===== config.mk =====
export PLATFORM = sky130hd
export DESIGN_NAME = jk_bank_arbiter
export DESIGN_NICKNAME = d
export VERILOG_FILES = /design/src/rtl/jk_arb_pkg.sv /design/src/rtl/jk_bank_cell.sv /design/src/rtl/jk_bank_arbiter.sv
export SDC_FILE = /design/constraint.sdc
export NUM_CORES = 1
export LEC_CHECK = 0
export CAP_MARGIN = 40
export CELL_PAD_IN_SITES_DETAIL_PLACEMENT = 0
export CELL_PAD_IN_SITES_GLOBAL_PLACEMENT = 1
export CORE_AREA = 10 10 126 82
export CTS_CLUSTER_DIAMETER = 60
export DETAILED_ROUTE_END_ITERATION = 6
export DIE_AREA = 0 0 136 92
export GPL_ROUTABILITY_DRIVEN = 0
export GPL_TIMING_DRIVEN = 0
export PLACE_DENSITY_LB_ADDON = 0.3
export SYNTH_ARGS = -nofsm -noshare
export SYNTH_HDL_FRONTEND = slang
export SYNTH_SLANG_ARGS = --single-unit

===== constraint.sdc =====
create_clock -name clock -period 1.45 [get_ports clock]
set_input_delay 0.29 -clock clock [delete_from_list [all_inputs] [get_ports clock]]
set_output_delay 0.29 -clock clock [all_outputs]
set_load 0.05 [all_outputs]

===== src/rtl/jk_arb_pkg.sv =====
// Shared types and constants for the JK bank arbiter: FSM state encoding,
// JK command encodings ({j,k}) and the per-bit JK next-state helper.
package jk_arb_pkg;

    typedef enum logic [1:0] {
        IDLE  = 2'd0,
        APPLY = 2'd1,
        RESP  = 2'd2
    } arb_state_t;

    // Per-bit command encoding, written as {j, k}
    localparam logic [1:0] JK_HOLD = 2'b00;
    localparam logic [1:0] JK_SET  = 2'b10;
    localparam logic [1:0] JK_CLR  = 2'b01;
    localparam logic [1:0] JK_TGL  = 2'b11;

    // Next value of one JK flip-flop given its command and current value
    function automatic logic jk_next_bit(input logic j, input logic k, input logic q);
        logic nxt;
        case ({j, k})
            JK_HOLD: nxt = q;
            JK_SET:  nxt = 1'b1;
            JK_CLR:  nxt = 1'b0;
            JK_TGL:  nxt = ~q;
            default: nxt = q;
        endcase
        return nxt;
    endfunction

endpackage


===== src/rtl/jk_bank_cell.sv =====
// NUM_BITS-wide bank of JK flip-flops. Updates only when en is high;
// reset clears q. q_not is kept as its own register so both outputs are
// driven straight from flops.
module jk_bank_cell
    import jk_arb_pkg::*;
#(
    parameter int NUM_BITS = 8
) (
    input  logic                clock,
    input  logic                reset,
    input  logic                en,
    input  logic [NUM_BITS-1:0] j,
    input  logic [NUM_BITS-1:0] k,
    output logic [NUM_BITS-1:0] q,
    output logic [NUM_BITS-1:0] q_not
);

    logic [NUM_BITS-1:0] q_r;
    logic [NUM_BITS-1:0] q_not_r;
    logic [NUM_BITS-1:0] q_next_s;

    // Per-bit JK next-state from the current command words
    always_comb begin
        q_next_s = q_r;
        for (int b = 0; b < NUM_BITS; b++) begin
            q_next_s[b] = jk_next_bit(j[b], k[b], q_r[b]);
        end
    end

    // Bank register: cleared on reset, loaded only while enabled
    always_ff @(posedge clock or posedge reset) begin
        if (reset) begin
            q_r     <= {NUM_BITS{1'b0}};
            q_not_r <= {NUM_BITS{1'b1}};
        end else if (en) begin
            q_r     <= q_next_s;
            q_not_r <= ~q_next_s;
        end else begin
            q_r     <= q_r;
            q_not_r <= q_not_r;
        end
    end

    assign q     = q_r;
    assign q_not = q_not_r;

endmodule


===== src/rtl/jk_bank_arbiter.sv =====
// Arbitrates NUM_REQ requesters onto one shared JK bank. A grant latches the
// winner's J/K words, applies them to the bank for exactly one clock, then
// acknowledges with the updated bank state (IDLE -> APPLY -> RESP).
// Build option: JK_ARB_FIXED_PRIO_EN selects fixed priority (lowest index
// wins, no rotating pointer); undefined gives round-robin.
module jk_bank_arbiter
    import jk_arb_pkg::*;
#(
    parameter int NUM_REQ  = 4,
    parameter int NUM_BITS = 8
) (
    input  logic                          clock,
    input  logic                          reset,
    input  logic [NUM_REQ-1:0]            req,
    input  logic [NUM_REQ*NUM_BITS-1:0]   j_in,
    input  logic [NUM_REQ*NUM_BITS-1:0]   k_in,
    output logic [NUM_REQ-1:0]            ack,
    output logic [$clog2(NUM_REQ)-1:0]    grant_id,
    output logic                          busy,
    output logic [NUM_BITS-1:0]           q,
    output logic [NUM_BITS-1:0]           q_not
);

    localparam int IDW = $clog2(NUM_REQ);
    localparam logic [NUM_REQ-1:0] ACK_ONE = {{(NUM_REQ-1){1'b0}}, 1'b1};

    arb_state_t           state_r;
    logic [IDW-1:0]       grant_id_r;
    logic [NUM_REQ-1:0]   ack_r;
    logic                 busy_r;
    logic [NUM_BITS-1:0]  cmd_j_r;
    logic [NUM_BITS-1:0]  cmd_k_r;

    logic [IDW-1:0]       winner_s;
    logic                 found_s;
    logic                 any_req_s;
    logic [NUM_BITS-1:0]  sel_j_s;
    logic [NUM_BITS-1:0]  sel_k_s;
    logic                 bank_en_s;

`ifdef JK_ARB_FIXED_PRIO_EN
    // Fixed priority: scan downward so the lowest set index is the last writer
    always_comb begin
        winner_s = {IDW{1'b0}};
        found_s  = 1'b0;
        for (int i = NUM_REQ - 1; i >= 0; i--) begin
            if (req[i]) begin
                winner_s = IDW'(i);
                found_s  = 1'b1;
            end else begin
                winner_s = winner_s;
            end
        end
    end
`else
    logic [IDW-1:0] rr_ptr_r;

    // Round-robin: first set request at or after rr_ptr, wrapping upward
    always_comb begin
        winner_s = {IDW{1'b0}};
        found_s  = 1'b0;
        for (int i = 0; i < NUM_REQ; i++) begin
            if (!found_s && req[(int'(rr_ptr_r) + i) % NUM_REQ]) begin
                winner_s = IDW'((int'(rr_ptr_r) + i) % NUM_REQ);
                found_s  = 1'b1;
            end else begin
                winner_s = winner_s;
            end
        end
    end

    // Pointer moves to one past the winner on each grant
    always_ff @(posedge clock or posedge reset) begin
        if (reset) begin
            rr_ptr_r <= {IDW{1'b0}};
        end else if (state_r == IDLE && any_req_s) begin
            rr_ptr_r <= IDW'((int'(winner_s) + 1) % NUM_REQ);
        end else begin
            rr_ptr_r <= rr_ptr_r;
        end
    end
`endif

    assign any_req_s = |req;
    assign sel_j_s   = j_in[int'(winner_s) * NUM_BITS +: NUM_BITS];
    assign sel_k_s   = k_in[int'(winner_s) * NUM_BITS +: NUM_BITS];
    assign bank_en_s = (state_r == APPLY);

    // Transaction FSM: grant in IDLE, apply for one clock, acknowledge in RESP
    always_ff @(posedge clock or posedge reset) begin
        if (reset) begin
            state_r    <= IDLE;
            grant_id_r <= {IDW{1'b0}};
            ack_r      <= {NUM_REQ{1'b0}};
            busy_r     <= 1'b0;
            cmd_j_r    <= {NUM_BITS{1'b0}};
            cmd_k_r    <= {NUM_BITS{1'b0}};
        end else begin
            case (state_r)
                IDLE: begin
                    ack_r <= {NUM_REQ{1'b0}};
                    if (any_req_s) begin
                        cmd_j_r    <= sel_j_s;
                        cmd_k_r    <= sel_k_s;
                        grant_id_r <= winner_s;
                        busy_r     <= 1'b1;
                        state_r    <= APPLY;
                    end else begin
                        busy_r     <= 1'b0;
                        state_r    <= IDLE;
                    end
                end
                APPLY: begin
                    ack_r   <= ACK_ONE << grant_id_r;
                    busy_r  <= 1'b1;
                    state_r <= RESP;
                end
                RESP: begin
                    ack_r   <= {NUM_REQ{1'b0}};
                    busy_r  <= 1'b0;
                    state_r <= IDLE;
                end
                default: begin
                    ack_r   <= {NUM_REQ{1'b0}};
                    busy_r  <= 1'b0;
                    state_r <= IDLE;
                end
            endcase
        end
    end

    jk_bank_cell #(
        .NUM_BITS (NUM_BITS)
    ) u_bank (
        .clock (clock),
        .reset (reset),
        .en    (bank_en_s),
        .j     (cmd_j_r),
        .k     (cmd_k_r),
        .q     (q),
        .q_not (q_not)
    );

    assign ack      = ack_r;
    assign grant_id = grant_id_r;
    assign busy     = busy_r;

endmodule


=== After elaboration in Yosys (flattened, before gate mapping) ===
Index checks and enable logic that the tools add are counted.

* Bits in registers: 43
* Bits in latches: 0
* Memory bits (writable): 0
* Memory bits (read-only): 0
* Input port bits: 70
* Output and inout bits: 23
* Word-level logic and storage cells: 109
* Memories: 0

* $add $sub $neg: 4
* Multipliers: 0
* Div/mod/pow operators: 0
* Order comparisons: 4
* Eq/ne operators: 25
* Shift-type cells: 3
* Muxes and demuxes: 31
* Bitwise gates (word level): 12
* Reduce and logical (&&, ||, !) cells: 21

{| class="wikitable"
|+ Operator list
! operator !! count
|-
| 32-bit by 6-bit indexed part select with 8-bit output || 2
|-
| 2-bit == test (second input constant) || 16
|-
| 1-bit case mux with 4 select lines || 8
|-
| 2-bit by 1-bit == test with 1-bit output (second input constant) || 9
|-
| 2-bit logical NOT || 9
|-
| 3-bit by 4-bit < comparator with 1-bit output (second input constant) || 3
|-
| 1-bit 2-to-1 mux || 12
|-
| 1-bit binary-select mux with 2-bit select || 4
|-
| 2-bit 2-to-1 mux || 4
|-
| 1-bit inverter || 8
|-
| 8-bit inverter || 1
|-
| 2-bit OR reduction || 3
|-
| 2-bit by 1-bit adder with 2-bit output (second input constant) || 2
|-
| 2-bit adder (second input constant) || 2
|-
| 1-bit logical AND || 4
|-
| 4-bit 2-to-1 mux || 1
|-
| 2-bit case mux with 2 select lines || 1
|-
| 4-bit OR reduction || 1
|-
| 1-bit by 2-bit << shifter with 4-bit output (first input constant) || 1
|-
| 1-bit bitwise AND (first input constant) || 3
|-
| 1-bit logical NOT || 3
|-
| 2-bit by 3-bit < comparator with 1-bit output (second input constant) || 1
|-
| 1-bit case mux with 2 select lines || 1
|-
| 2-bit AND reduction || 1
|}

=== Depth between registers and ports, before layout ===
Gate-level depths: netlist of the first run.

* Depth after elaboration: 15
* Gate-level depth with buffers: 7
* Gate-level depth less buffers: 5

=== Cells and area by module ===
Synthesis of the first run repeated with hierarchy kept, for this count alone.

* Cells, all modules: 202
* Area, all modules: 2339.7 µm²

{| class="wikitable"
|+ Modules (own cells, without submodules)
! module !! instances !! cells each !! area each (µm²) !! sequential area each (µm²)
|-
| jk_bank_arbiter || 1 || 134 || 1519.0 || 675.6
|-
| jk_bank_cell || 1 || 68 || 820.8 || 410.4
|}

=== Worst setup path after synthesis of the first run ===
OpenSTA, ideal clock, no wires.

* Path kind: register -> register
* From: register rr_ptr_r[0]
* To: register cmd_k_r[7]
* Setup time: 0.120 ns
* Arrival time: 1.465 ns
* Data required time: 1.330 ns
* Path slack: -0.134 ns
* Cell stages (with the launch flop): 6
* Path buffers: 0
* Period minus slack after synthesis: 1.584 ns
* Cell sequence: dfrtp_1 > and2b_1 > or4b_4 > nand3_2 > nand3_1 > a31o_1

* Cells in the longest elaborated chain, start to end: 13
* Elaborated cells on any way between the ends: 28
* Those cells by class: 3 x add/sub; 1 x shift; 18 x mux; 6 x reduce/logical

{| class="wikitable"
|+ Ends and longest elaborated chain
! item !! line !! source
|-
| start, declared || jk_bank_arbiter.sv:56 || <nowiki>logic [IDW-1:0] rr_ptr_r;</nowiki>
|-
| start signal, assigned || jk_bank_arbiter.sv:75 || <nowiki>rr_ptr_r <= {IDW{1'b0}};</nowiki>
|-
| start signal, assigned || jk_bank_arbiter.sv:77 || <nowiki>rr_ptr_r <= IDW'((int'(winner_s) + 1) % NUM_REQ);</nowiki>
|-
| start signal, assigned || jk_bank_arbiter.sv:79 || <nowiki>rr_ptr_r <= rr_ptr_r;</nowiki>
|-
| 2-bit by 1-bit adder with 2-bit output or 1-bit binary-select mux with 2-bit select (tied branches) || jk_bank_arbiter.sv:63, jk_bank_arbiter.sv:64 ||
|-
| 1-bit binary-select mux with 2-bit select or 1-bit 2-to-1 mux (tied branches) || jk_bank_arbiter.sv:63 || <nowiki>if (!found_s && req[(int'(rr_ptr_r) + i) % NUM_REQ]) begin</nowiki>
|-
| 1-bit 2-to-1 mux (not written as such) || jk_bank_arbiter.sv:63 ||
|-
| 1-bit 2-to-1 mux (not written as such) or 1-bit logical NOT (tied branches) || jk_bank_arbiter.sv:63 ||
|-
| 1-bit logical AND || jk_bank_arbiter.sv:63 ||
|-
| 1-bit 2-to-1 mux || jk_bank_arbiter.sv:63 ||
|-
| 1-bit logical NOT || jk_bank_arbiter.sv:63 ||
|-
| 1-bit logical AND || jk_bank_arbiter.sv:63 ||
|-
| 1-bit 2-to-1 mux || jk_bank_arbiter.sv:63 ||
|-
| 1-bit logical NOT || jk_bank_arbiter.sv:63 ||
|-
| 1-bit logical AND || jk_bank_arbiter.sv:63 ||
|-
| 2-bit 2-to-1 mux (*) || jk_bank_arbiter.sv:63 ||
|-
| 32-bit by 6-bit indexed part select with 8-bit output (*) || jk_bank_arbiter.sv:86 || <nowiki>assign sel_k_s = k_in[int'(winner_s) * NUM_BITS +: NUM_BITS];</nowiki>
|-
| end signal, assigned || jk_bank_arbiter.sv:97 || <nowiki>cmd_k_r <= {NUM_BITS{1'b0}};</nowiki>
|-
| end signal, assigned || jk_bank_arbiter.sv:104 || <nowiki>cmd_k_r <= sel_k_s;</nowiki>
|-
| end, declared || jk_bank_arbiter.sv:32 || <nowiki>logic [NUM_BITS-1:0] cmd_k_r;</nowiki>
|}

Mark *: on every way between the ends. The rest lies on a longest branch, timed or not. The select of a mux whose other input is x is not followed.
A chain may end at the register's enable or synchronous reset.

=== Worst setup path after layout of the first run ===
* From: register rr_ptr_r[0]
* To: register cmd_k_r[5]

Same word-level chain as after synthesis.

==> results of run 1 <==
[layer usage]
metal,share of wire,up-vias,global-route usage
met1,0.52,948,0.165
li1,-,987,-
met5,0,-,0
met4,0.0033,0,0.0133
met3,0.074,2,0.0436
met2,0.40,64,0.169
[how the worst min path moves through the flow]
stage	startpoint	endpoint	slack [ns]	cells after the start
after floorplan	state_r[1]	busy	0.41	1
after global placement	state_r[1]	busy	0.42	1
after detailed placement	state_r[1]	busy	0.43	1
after CTS	reset	cmd_k_r[3]	0.37	2
after global routing	reset	u_bank.q[1]	0.41	2
final	reset	u_bank.q[3]	0.35	2
[cells in the mapped netlist, drive strengths merged (2+ instances only)]
master / instances
dfrtp: 35
nand2: 29
mux2i: 28
a21oi: 17
nor2: 15
o221ai: 14
o21ai: 11
a31oi: 8
dfstp: 8
buf: 6
clkbuf: 5
nand3: 5
inv: 4
and2b: 2
and3: 2
clkinv: 2
nor2b: 2
nor4: 2
[timing repair]
action	in CTS	in global routing
setup buffers	1	0
resized for setup	114	9
pin swaps	6	0
hold endpoints to repair	0	0
endpoints found under the setup margin	65	32
[through the flow]
| step | utilization | power, W | cell area (µm²) |
|---|---|---|---|
| detailed placement | 0.412 | 0.00689 | 3360 |
| global route | 0.444 | 0.00865 | 3620 |
| floorplan | - | 0.00534 | 2270 |
| global placement | 0.408 | 0.00681 | 3330 |
| finish | 0.444 | 0.00810 | 3620 |
| CTS | 0.443 | 0.00818 | 3610 |
[worst max-delay path, delay by kind of cell, from the launching register on]
family                 cells  cell delay (ns)
buffers and inverters      1             0.20
AOI/OAI and AO/OA          1             0.14
DFF                        1             0.39
muxes                      1             0.24
and+or+nand+nor            3             0.60
[state kept, by name, summed over array words and instances, names as in the netlist]
name and flops:
u_bank.q 8, cmd_k_r 8, grant_id 2, busy 1, rr_ptr_r 2, u_bank.q_not 8
state_r 2, ack 4, cmd_j_r 8
[area by class of cell]
class / count / area, µm² / share of cell area
inverters: 6 / 30.0 / 0.00829
repair buffers: 94 / 917 / 0.253
well taps: 112 / 140 / 0.0387
flip-flops and latches: 43 / 1090 / 0.300
clock buffers: 7 / 153 / 0.0421
plain buffers: 9 / 108 / 0.0297
clock inverters: 1 / 7.51 / 0.00207
multi-input cells: 152 / 1180 / 0.326
[power by group]
| part | total [W] | internal [W] | switching (W) |
|---|---|---|---|
| clock network | 0.00116 | 0.000731 | 0.000430 |
| logic | 0.00455 | 0.00178 | 0.00277 |
| registers | 0.00239 | 0.00186 | 0.000530 |
[kinds of logic (layout without fill, tap and decap cells)]
kind of cell              count (synthesis)  after routing  synth area share
DFF                                      43             43             0.478
and+or+nand+nor                          65             65             0.162
xor gates and xnor gates                  1              1           0.00386
AOI/OAI and AO/OA                        58             58             0.187
buffers and inverters                    17            117            0.0457
muxes                                    28             28             0.123
==> impl_metrics.tcl, run 1 <==
set metrics [dict create \
    ys_types 44 \
    drv_cap 0 \
    reg2reg_depth 6 \
    antenna_found_initial 0 \
    wirelength_mm 7.31 \
    cts_root_buf "clkbuf_16" \
    async_reset_ff_frac 1.00 \
    critPathRequiredTime_ns 1.60 \
    initial_core_util 0.278 \
    r2r_slack_ns -0.26 \
    min_path_type "in2async" \
    ys_ff_latch 43 \
    die_h_um 92 \
    drc 0 \
    worstSetupEndpointType "flip-flop" \
    final_common_cell "clkdlybuf4s50_1" \
    whs_ns 0.354 \
    netlist_instances 212 \
    place_ws_ns -0.950 \
    ys_top_cells_by_area "dfrtp_1, mux2i_1, dfstp_2" \
    cts_sinks 43 \
    cts_tree "built" \
    fill_cells 816 \
    grt_max_degree 24 \
    synth_area_per_cell_um2 10.7 \
    ys.flop_type "dfrtp_1" \
    fin_nets 381 \
    grt_pass1_vias 2120 \
    die_w_um 136 \
    dp_cells 417 \
    drt_iter0_drc 127 \
    ir_drop_mv 0.741 \
    synthToLayoutAreaGrowth_pct 59.4 \
    ant_nets 0 \
    rsz0062_at_grt "yes" \
    yosys.area.top_type "dfrtp_1" \
    violations "negative setup slack" \
    crit_start "rr_ptr_r[0]" \
    grt.total_usage 0.116 \
    p_per_area_nw_per_um2 2240 \
    clock-skew-final_ns 0.00428 \
    crit_end "cmd_k_r[5]" \
    synth-seq-area-share 0.478 \
    critical-path-slowest-cell "dfrtp_1" \
    min_period_ns 1.71 \
    core_area_um2 8170 \
    r2r_start "rr_ptr_r[0]" \
    final_cells 424 \
    worstSetupPathType "reg2reg" \
    cts_buffers 5 \
    gr-total-overflow 0 \
    finalMaxSlewViolations 0 \
    drive_gt1_frac 0.272 \
    crit_path_start_kind "flip-flop" \
    worstMarginPinSlew_ns 0.509 \
    worstSkewPairLatency_ns 0.28 \
    r2r_end "cmd_k_r[5]" \
    slew_headroom 0.662 \
    io_buffers 92 \
    synth_nets 282 \
    rows 26 \
    dpl.hpwl_mm 5.93 \
    fmax_mhz 586 \
    leakage_nw 1.55 \
    period_share 1.18 \
    antenna-diode-count 0 \
    io_pins 93 \
    cp_max_fo 10 \
    synth_top_area_frac 0.385 \
    wl_per_cell_um 17.2 \
    slowest_delay_ns 0.39 \
    synth_edf_count 0 \
    via_per_inst 4.72 \
    vias 2001 \
    drtPass1Iterations 4 \
    path_cells "and2b_4, nor4b_4, nor2_4, buf_12, mux2i_2, o221ai_1" \
    grt_pass1_wl_mm 11.6 \
    cts.clk_slew.worst_paths_ns 0.06 \
    outcome "complete, but fails checks" \
    final_hold_viol_count 0 \
    ys_warn_count 0 \
    finalSetupTns_ns -3.61 \
    fin_ws_ns -0.257 \
    setup_viol 20 \
    clockBufferDepth 2 \
    die_area_um2 12500 \
    htreeDepth 2 \
    syn_area_um2 2270 \
    final_cell_mix "clkdlybuf4s50_1, dfrtp_1, nand2_1" \
    crit_arrival_ns 1.85 \
    cts_hold_buf 0 \
]
No activity file was read; power rests on OpenSTA's default activity.
==> inputs of run 2 (changes only) <==
--- a/config.mk
+++ b/config.mk
@@ -5,13 +5,13 @@
 export SDC_FILE = /design/constraint.sdc
 export NUM_CORES = 1
 export LEC_CHECK = 0
-export CAP_MARGIN = 40
+export CAP_MARGIN = 30
 export CELL_PAD_IN_SITES_DETAIL_PLACEMENT = 0
 export CELL_PAD_IN_SITES_GLOBAL_PLACEMENT = 1
-export CORE_AREA = 10 10 126 82
+export CORE_AREA = 2 2 118 74
 export CTS_CLUSTER_DIAMETER = 60
 export DETAILED_ROUTE_END_ITERATION = 6
-export DIE_AREA = 0 0 136 92
+export DIE_AREA = 0 0 120 76
 export GPL_ROUTABILITY_DRIVEN = 0
 export GPL_TIMING_DRIVEN = 0
 export PLACE_DENSITY_LB_ADDON = 0.3
==> impl_metrics.tcl, run 2 (synthesis results as in run 1) <==
set metrics [dict create \
    io_pins 93 \
    finalMaxSlewViolations 0 \
    io_buffers 92 \
    die_w_um 120 \
    setup_viol 20 \
    pwr-share-clk 0.130 \
    regArea_um2 1090 \
    power.total_w 0.00830 \
    p_per_area_nw_per_um2 2210 \
    period_share 1.19 \
    netSwitchingPower_w 0.00382 \
    outcome "complete, but fails checks" \
    worstSetupEndpointType "flip-flop" \
    grt_pass1_vias 1968 \
    cts_root_buf "clkbuf_16" \
    switching_share 0.460 \
    cts_hold_buf 0 \
    wl_per_cell_um 16.0 \
    min_period_ns 1.72 \
    grt_max_degree 26 \
    synthToLayoutAreaGrowth_pct 65.0 \
    antenna-diode-count 0 \
    r2r_slack_ns -0.27 \
    cts_buffers 5 \
    drv_cap 0 \
    htreeDepth 2 \
    clock-skew-final_ns 0.00503 \
    wirelength_mm 6.93 \
    critical-path-slowest-cell "dfrtp_1" \
    violations "negative setup slack" \
    min_path_type "in2async" \
    die_area_um2 9120 \
    grt_pass1_wl_mm 10.7 \
    critPathRequiredTime_ns 1.60 \
    cp_max_fo 10 \
    cts_sinks 43 \
    ir_drop_mv 0.604 \
    drc 0 \
    fill_cells 802 \
    cts_tree "built" \
    vias 2049 \
    drtPass1Iterations 5 \
    combinationalPowerShare 0.583 \
    antenna_found_initial 0 \
    clockBufferDepth 2 \
    worstMarginPinSlew_ns 0.486 \
    slew_headroom 0.677 \
    leakage_nw 1.60 \
    final_core_util 0.459 \
    crit_path_start_kind "flip-flop" \
    rsz0062_at_grt "yes" \
    crit_arrival_ns 1.87 \
    p_int_w 0.00448 \
    ant_nets 0 \
    core_area_um2 8170 \
    fmax_mhz 581 \
    fin_ws_ns -0.272 \
    multiInputGateArea_um2 1250 \
    initial_core_util 0.278 \
    via_per_inst 4.72 \
    drive_gt1_frac 0.314 \
    drt_iter0_drc 104 \
    worstSetupPathType "reg2reg" \
    placed_area_um2 3350 \
    grt.total_usage 0.151 \
    final_hold_viol_count 0 \
    dpl.hpwl_mm 5.11 \
    fin_nets 391 \
    die_h_um 76 \
    rows 26 \
    gr-total-overflow 0 \
    final_common_cell "clkdlybuf4s50_1" \
    final_cell_mix "clkdlybuf4s50_1, dfrtp_1, nand2_1" \
    worstSkewPairLatency_ns 0.28 \
    slowest_delay_ns 0.40 \
    p_seq_frac 0.287 \
    stdcell_area_um2 3750 \
    cts.clk_slew.worst_paths_ns 0.06 \
    path_cells "and2b_2, nor4b_4, nor2_4, buf_8, mux2i_4, o221ai_1" \
]
[run 2: cell types whose count changed in the layout (fill, tap and decap cells not counted), moves of 2 or more]
cell / previous run / this run
clkdlybuf4s15_1: 3 / 1
buf_4: 2 / 9
clkbuf_4: 0 / 2
mux2i_4: 0 / 3
mux2i_1: 19 / 15
clkbuf_8: 2 / 0
[run 2: critical path: cells and delay by family (launching register included)]
kind            cells  cell delay [ns]
simple gates        3             0.59
flops               1             0.40
mux                 1             0.25
buf+inv             1             0.22
compound gates      1             0.11
[run 2: cell type report]
| type | count | area share |
|---|---|---|
| plain buffers | 10 | 0.0307 |
| clock buffers | 6 | 0.0344 |
| clock inverters | 2 | 0.00334 |
| inverters | 6 | 0.00801 |
| multi-input cells | 152 | 0.334 |
| flip-flops and latches | 43 | 0.290 |
| well taps | 112 | 0.0374 |
| repair buffers | 103 | 0.262 |
[run 2: routing by layer]
layer	track usage	vias up	wire length, µm
li1	-	1002	-
met1	0.241	960	3600
met2	0.206	85	2720
met3	0.0397	2	588
met4	0.0212	0	19
met5	0	-	0
[run 2: final timing paths]
kind | start | to | cells past startpoint
worst max-delay path | rr_ptr_r[0] | cmd_k_r[4] | 6
worst min-delay path | reset | cmd_k_r[3] | 2
worst max register to register | rr_ptr_r[0] | cmd_k_r[4] | 6
worst min register to register | state_r[1] | busy | 1
max in group asynchronous | reset | u_bank.q_not[6] | 3
min in group clock | state_r[1] | busy | 1
[run 2: power groups by stage]
stage / Sequential, W / Combinational (W) / Clock [W]
5_1_grt: 0.00248 / 0.00520 / 0.00116
4_1_cts: 0.00238 / 0.00460 / 0.00110
3_5_place_dp: 0.00239 / 0.00442 / 0
2_1_floorplan: 0.00326 / 0.00208 / 0
3_3_place_gp: 0.00238 / 0.00438 / 0
6_report: 0.00238 / 0.00484 / 0.00108
[run 2: metrics by stage]
stage / cells / worst slack (ns) / TNS, ns / hold WS (ns)
6_report: 434 / -0.272 / -4.35 / 0.332
4_1_cts: 431 / -0.276 / -4.39 / 0.345
3_5_place_dp: 417 / -0.967 / -25.56 / 0.435
3_3_place_gp: 416 / -0.951 / -54.47 / 0.423
2_1_floorplan: 212 / -0.0939 / -0.961 / 0.406
5_1_grt: 434 / -0.383 / -6.24 / 0.388
[run 2: what timing repair did]
| action | in CTS | in global routing |
|---|---|---|
| pin swaps | 7 | 7 |
| setup buffers | 7 | 2 |
| gates cloned | 0 | 1 |
| resized for setup | 113 | 24 |
| hold endpoints to repair | 0 | 0 |
| endpoints found under the setup margin | 65 | 26 |
